### config.mk
export PLATFORM = sky130hd
export DESIGN_NAME = reg_file_wr_arb
export DESIGN_NICKNAME = d
export VERILOG_FILES = /design/src/rtl/reg_file_wr_arb.sv
export SDC_FILE = /design/constraint.sdc
export NUM_CORES = 1
export LEC_CHECK = 0
export CORE_MARGIN = 2
export CORE_UTILIZATION = 42
export DETAILED_ROUTE_END_ITERATION = 16
export GPL_ROUTABILITY_DRIVEN = 0
export PLACE_DENSITY = 0.87
export SYNTH_ARGS = -nofsm -noshare
export SYNTH_HDL_FRONTEND = slang
export SYNTH_SLANG_ARGS = --single-unit
export TNS_END_PERCENT = 50
### constraint.sdc
create_clock -name clk_i -period 2.7 [get_ports clk_i]
set_clock_uncertainty 0.05 [all_clocks]
set_input_delay 0.27 -clock clk_i [delete_from_list [all_inputs] [get_ports clk_i]]
set_output_delay 0.27 -clock clk_i [all_outputs]
set_load 0.03 [all_outputs]
### src/rtl/reg_file_wr_arb.sv
// reg_file_wr_arb: round-robin arbiter for the MIPS register-file write
// port (addr3/wd3/we3). It shares the port between NUM_REQ writeback
// requesters using a valid/ready handshake, and all write-port outputs
// are registered.
// Optional build macro RF_ARB_CLEAR_EN: after reset, the block writes
// zero to registers 1..2**ADDR_W-1 before it accepts any request.
module reg_file_wr_arb #(
  parameter int unsigned NUM_REQ = 2,
  parameter int unsigned ADDR_W  = 5,
  parameter int unsigned DATA_W  = 32
) (
  input  logic                        clk_i,
  input  logic                        rst_i,
  input  logic [NUM_REQ-1:0]          req_valid_i,
  input  logic [NUM_REQ*ADDR_W-1:0]   req_addr_i,
  input  logic [NUM_REQ*DATA_W-1:0]   req_data_i,
  output logic [NUM_REQ-1:0]          req_ready_o,
  output logic [ADDR_W-1:0]           addr3_o,
  output logic [DATA_W-1:0]           wd3_o,
  output logic                        we3_en_o,
  output logic                        busy_o
);

  localparam int unsigned PTR_W = (NUM_REQ > 1) ? $clog2(NUM_REQ) : 1;

  logic [ADDR_W-1:0]  addr_q, addr_d;
  logic [DATA_W-1:0]  wd_q, wd_d;
  logic               we_q, we_d;
  logic [PTR_W-1:0]   ptr_q, ptr_d;
  logic [NUM_REQ-1:0] grant;
  logic               found;
  int unsigned        gidx;
  logic               run_en;

`ifdef RF_ARB_CLEAR_EN
  typedef enum logic {S_RUN, S_CLEAR} state_t;
  state_t             state_q, state_d;
  logic [ADDR_W-1:0]  cnt_q, cnt_d;

  assign run_en = (state_q == S_RUN);
  assign busy_o = (state_q == S_CLEAR);
`else
  assign run_en = 1'b1;
  assign busy_o = 1'b0;
`endif

  // Round-robin search: first valid requester at or after the pointer
  always_comb begin
    grant = '0;
    gidx  = 0;
    found = 1'b0;
    for (int unsigned i = 0; i < NUM_REQ; i++) begin
      if (!found && req_valid_i[(32'(ptr_q) + i) % NUM_REQ]) begin
        found = 1'b1;
        gidx  = (32'(ptr_q) + i) % NUM_REQ;
      end
    end
    if (found) grant[gidx] = 1'b1;
  end

  assign req_ready_o = run_en ? grant : '0;

  // Next-state for the write port, pointer and (optionally) clear sequencer
  always_comb begin
    addr_d = addr_q;
    wd_d   = wd_q;
    we_d   = 1'b0;
    ptr_d  = ptr_q;
`ifdef RF_ARB_CLEAR_EN
    state_d = state_q;
    cnt_d   = cnt_q;
    if (state_q == S_CLEAR) begin
      addr_d = cnt_q;
      wd_d   = '0;
      we_d   = 1'b1;
      cnt_d  = cnt_q + ADDR_W'(1);
      if (cnt_q == '1) state_d = S_RUN;
    end else
`endif
    if (found) begin
      addr_d = req_addr_i[gidx*ADDR_W +: ADDR_W];
      wd_d   = req_data_i[gidx*DATA_W +: DATA_W];
      // $zero is never written, but the transfer is still consumed
      we_d   = |req_addr_i[gidx*ADDR_W +: ADDR_W];
      ptr_d  = PTR_W'((gidx + 1) % NUM_REQ);
    end
  end

  // Registered write port and round-robin pointer
  always_ff @(posedge clk_i or posedge rst_i) begin
    if (rst_i) begin
      addr_q <= '0;
      wd_q   <= '0;
      we_q   <= 1'b0;
      ptr_q  <= '0;
    end else begin
      addr_q <= addr_d;
      wd_q   <= wd_d;
      we_q   <= we_d;
      ptr_q  <= ptr_d;
    end
  end

`ifdef RF_ARB_CLEAR_EN
  // Clear sequencer state and address counter
  always_ff @(posedge clk_i or posedge rst_i) begin
    if (rst_i) begin
      state_q <= S_CLEAR;
      cnt_q   <= ADDR_W'(1);
    end else begin
      state_q <= state_d;
      cnt_q   <= cnt_d;
    end
  end
`endif

  assign addr3_o  = addr_q;
  assign wd3_o    = wd_q;
  assign we3_en_o = we_q;

endmodule

Word level (Yosys, flattened, before mapping)

Cells that the tools add are included.

Input port bits: 78
Register bits after elaboration: 39
Word-level logic and storage cells: 29

Mux-type cells: 12
Magnitude comparators: 4
Shifts and indexed selects: 2
Reduce and logical (&&, ||, !) cells: 4
$mul: 1
Add/sub/neg operators: 2

Operator list:

| kind                  | count |
|---|---|
| $shiftx 64x33->32     | 1 |
| $shiftx 10x33->5      | 1 |
| $ge 32x1->1 const B   | 1 |
| $lt 32x2->1 const B   | 1 |
| $mul 32x3->32 const B | 1 |
| $mux 1                | 10 |
| $reduce_or 5->1       | 1 |
| $lt 1x2->1 const B    | 2 |
| $add 1x1->1 const B   | 2 |
| $logic_and 1x1->1     | 2 |
| $mux 2                | 1 |
| $demux 1 s1           | 1 |
| $logic_not 1->1       | 1 |

Logic depth before layout (Yosys ltp)

Depth in word-level cells: 11
Gate-level depth with buffers: 6
Mapped depth without buffers: 3

Least setup slack after synthesis

No wires, ideal clock.

Kind: reg-to-output
Start point: register ptr_q
End point: output req_ready_o[0]
Buffers on the path: 2
Cell stages (with the launch flop): 5
Path slack: 1.266 ns
Data arrival time: 1.114 ns
Path through: dfrtp_1 -> a21bo_2 -> buf_2 -> buf_2 -> inv_1

Longest elaborated chain between the ends: 11
Elaborated cells on any way between the ends: 17
Classes of those cells: add/sub (1); order compare (2); mux (11); reduce/logical (3)

Ends and longest elaborated chain:

| element                                                                 | line | source |
|---|---|---|
| start, declared                                                         | 29   | `logic [PTR_W-1:0] ptr_q, ptr_d;` |
| start signal, assigned                                                  | 100  | `ptr_q <= ptr_d;` |
| $mux 1 (not written as such) (2 in series)                              | 53   | `if (!found && req_valid_i[(32'(ptr_q) + i) % NUM_REQ]) begin` |
| $mux 1                                                                  | 53   |  |
| $logic_not 1->1                                                         | 53   |  |
| $logic_and 1x1->1                                                       | 53   |  |
| $mux 1                                                                  | 53   |  |
| $ge 32x1->1 (not written as such) / $lt 32x2->1 (equally long branches) | 58   | `if (found) grant[gidx] = 1'b1;` |
| $logic_and 1x1->1 (not written as such)                                 | 58   |  |
| $mux 1 (not written as such)                                            | 58   |  |
| $demux 1 s1                                                             | 58   |  |
| $mux 2 *                                                                | 58   |  |
| end, declared                                                           | 17   | `output logic [NUM_REQ-1:0] req_ready_o,` |

Mark *: on every way between the ends. The rest lies on a longest branch, timed or not. The select of a mux whose other input is x is not followed.

Final worst setup path

Start point: input req_valid_i[0]
End point: output req_ready_o[0]

Longest elaborated chain between the ends: 11
Elaborated cells on any way between the ends: 16
Classes of those cells: order compare (2); mux (11); reduce/logical (3)

Ends and longest elaborated chain:

| element                                                                 | line | source |
|---|---|---|
| start, declared                                                         | 14   | `input logic [NUM_REQ-1:0] req_valid_i,` |
| $mux 1 (not written as such) (2 in series)                              | 53   |  |
| $mux 1                                                                  | 53   |  |
| $logic_not 1->1                                                         | 53   |  |
| $logic_and 1x1->1                                                       | 53   |  |
| $mux 1                                                                  | 53   |  |
| $ge 32x1->1 (not written as such) / $lt 32x2->1 (equally long branches) | 58   |  |
| $logic_and 1x1->1 (not written as such)                                 | 58   |  |
| $mux 1 (not written as such)                                            | 58   |  |
| $demux 1 s1                                                             | 58   |  |
| $mux 2 *                                                                | 58   |  |

Marks and branches as above.

==> impl_metrics.yaml <==
run_status:
  status: "completed"
synth:
  synth_common_cells: "76 x nor2_1, 39 x dfrtp_1, 37 x o22ai_1"
  ys_seq_area_share_pct: 45.9
  ys_async_sr_fraction_pct: 100
  synth_area_sq_mm: 0.00212
  synthFlopType: "dfrtp_1"
  ys_warn_count: 0
  synth.most_common_cell: "nor2_1"
  synth_top_area_cell: "dfrtp_1"
  yosys.area.top_type_share_pct: 45.9
  synth_edf_count: 0
  syn_inst: 219
  synth_area_per_cell_sq_um: 9.70
  yosys_register_bits: 39
  synth.area.top_cells: "dfrtp_1 46%, mux2_2 15%, nor2_1 13%"
  syn_nets: 297
  ys_types: 18
clock_network:
  cts_hold_buf: 0
  clockBufferDepth: 2
  path_clk_slew_ns: 0.07
  h-tree-depth: 2
  numCtsBuffers: 5
  post_cts_buffers: 0
  cts_root_buf: "clkbuf_8"
  post_cts_resized: 0
  clkSinkCount: 39
  tritoncts: "yes"
  clkLatencyLatePin_ns: 0.29
floorplan:
  start_util_pct: 44.4
  pin_count: 119
  dieArea_sq_mm: 0.00564
  coreArea_sq_mm: 0.00479
  die-width_microns: 75.1
  die_h_microns: 75.1
  fp-row-count: 25
global_route:
  grt_max_degree: 40
  grt_overflow: 0
  grt_usage_pct: 22.7
  first_global_vias: 2243
  antenna_found_initial: 0
  grt_pass1_wl_microns: 9740
detailed_routing:
  postRouteAntennaNets: 0
  dr_total_vias: 2072
  wl_per_cell_microns: 14.9
  drtIter0Drc: 79
  wl_microns: 5910
  drc_errors: 0
  drt-pass1-iter-count: 4
  via_per_inst: 5.22
power_and_ir_drop:
  peakVddDrop_v: 0.000324
  power_frac_seq_pct: 39.4
  p_int_mw: 1.20
  power.switching_uw: 594
  p_comb_share_pct: 40.5
  p_leak_nw: 1.39
  swShare_pct: 33.2
  pwr-share-clk_pct: 20.2
  power_density_mw_per_mm2: 529
min_path:
  hold_class: "input port to async pin"
timing:
  timing.hold.ws_ns: 0.375
  setup_tns_ns: 0
  hold_viol: 0
  final_max_slew_viol_count: 0
  period_share_pct: 74.6
  fmax_mhz: 497
  rsz0062_at_grt: "no"
  finalSetupViolCount: 0
  period_needed_ns: 2.01
place:
  portBuffers: 117
  hpwlAfterDp_microns: 4200
worst_setup_path:
  crit_fanout: 2
  cp.arrival_ns: 1.69
  crit_path_end_kind: "primary output"
  cp_data_required_time_ns: 2.38
  start_kind: "input port"
  crit_type: "input port to primary output"
layout:
  fill_cells: 391
  nets: 409
  drive_gt1_share_pct: 15.2
  syn2layout_area_growth_pct: 59.4
  n_antenna_cell: 0
flow_run:
  max_cap_viol_count: 0
==> cell type report <==
class / count / area, sq um / share of cell area [%]
inverter: 4 / 15.0 / 0.443
multi-input combinational: 159 / 1020 / 30.3
clock buffer: 6 / 72.6 / 2.14
sequential: 39 / 976 / 28.8
tap: 67 / 83.8 / 2.48
timing repair buffer: 122 / 1210 / 35.8
==> logic make-up (layout without fill, tap and decap cells) <==
logic type             Yosys count  after routing  synth area share, %
other                            1              1                0.177
AND/OR/NAND/NOR                 80             80                 14.4
flip-flops                      39             39                 45.9
multiplexers                    37             37                 21.2
buffers and inverters           21            132                 5.83
AO/OA/AOI/OAI                   41             41                 12.5
==> power by group through the flow <==
stage	combinational [mW]	clock [mW]	sequential, mW
6_report	0.724	0.361	0.705
5_1_grt	0.778	0.392	0.715
4_1_cts	0.732	0.369	0.706
3_5_place_dp	0.728	0	0.717
3_3_place_gp	0.715	0	0.711
2_1_floorplan	0.242	0	0.872
==> worst max-delay path, cell delays in order <==
cell             delay, ns
clkdlybuf4s50_1       0.47
a21bo_2               0.23
inv_1                 0.05
clkdlybuf4s50_1       0.67
==> metrics by stage <==
stage	std cells	cell area [sq um]	power (mW)	setup slack, ns	utilization, %
finish	397	3390	1.79	0.686	70.7
CTS	397	3390	1.81	0.683	70.7
floorplan	219	2120	1.11	1.27	-
global placement	391	3310	1.43	0.685	69.2
detailed placement	391	3310	1.45	0.683	69.2
global route	397	3390	1.88	0.636	70.7
==> layout by cell type, fill, tap and decap left out <==
cell | synthesis | layout
clkbuf_1 | 5 | 1
or4_1 | 1 | 1
nand2_1 | 2 | 2
o2bb2ai_1 | 1 | 1
clkdlybuf4s50_1 | 0 | 115
mux2_2 | 28 | 28
dfrtp_1 | 39 | 39
mux2_4 | 9 | 9
clkinv_1 | 0 | 1
a21boi_1 | 1 | 1
buf_2 | 6 | 1
buf_12 | 0 | 1
inv_1 | 4 | 3
nor2_1 | 76 | 76
a21boi_0 | 1 | 1
nor3_1 | 1 | 1
o22ai_1 | 37 | 37
clkbuf_8 | 0 | 5
conb_1 | 1 | 1
buf_4 | 2 | 5
a21bo_2 | 1 | 1
==> path summary, 6_finish.rpt <==
kind                                startpoint        endpoint  slack (ns)  cells after the start
worst max-delay path            req_valid_i[0]  req_ready_o[0]        0.69                      4
worst min-delay path                     rst_i        wd3_o[9]        0.38                      3
worst max register to register           ptr_q       wd3_o[14]        1.20                      4
worst min register to register           ptr_q           ptr_q        0.54                      2
max in group asynchronous                rst_i      addr3_o[1]        1.88                      3
min in group clk_i               req_data_i[8]        wd3_o[8]        0.51                      3
==> state kept, by name (all words and copies together) (netlist names) <==
signal	cells
addr3_o	5
we3_en_o	1
wd3_o	32
ptr_q	1
==> metal layers <==
layer	share of wire (%)	GRT usage, %	wire length [microns]	vias up
met1	39	24.8	2320	996
li1	-	-	-	986
met4	2.2	9.52	128	0
met5	0	0	0	-
met2	51	40.8	3010	74
met3	7.7	6.69	454	16
No activity file was read; power rests on OpenSTA's default activity.
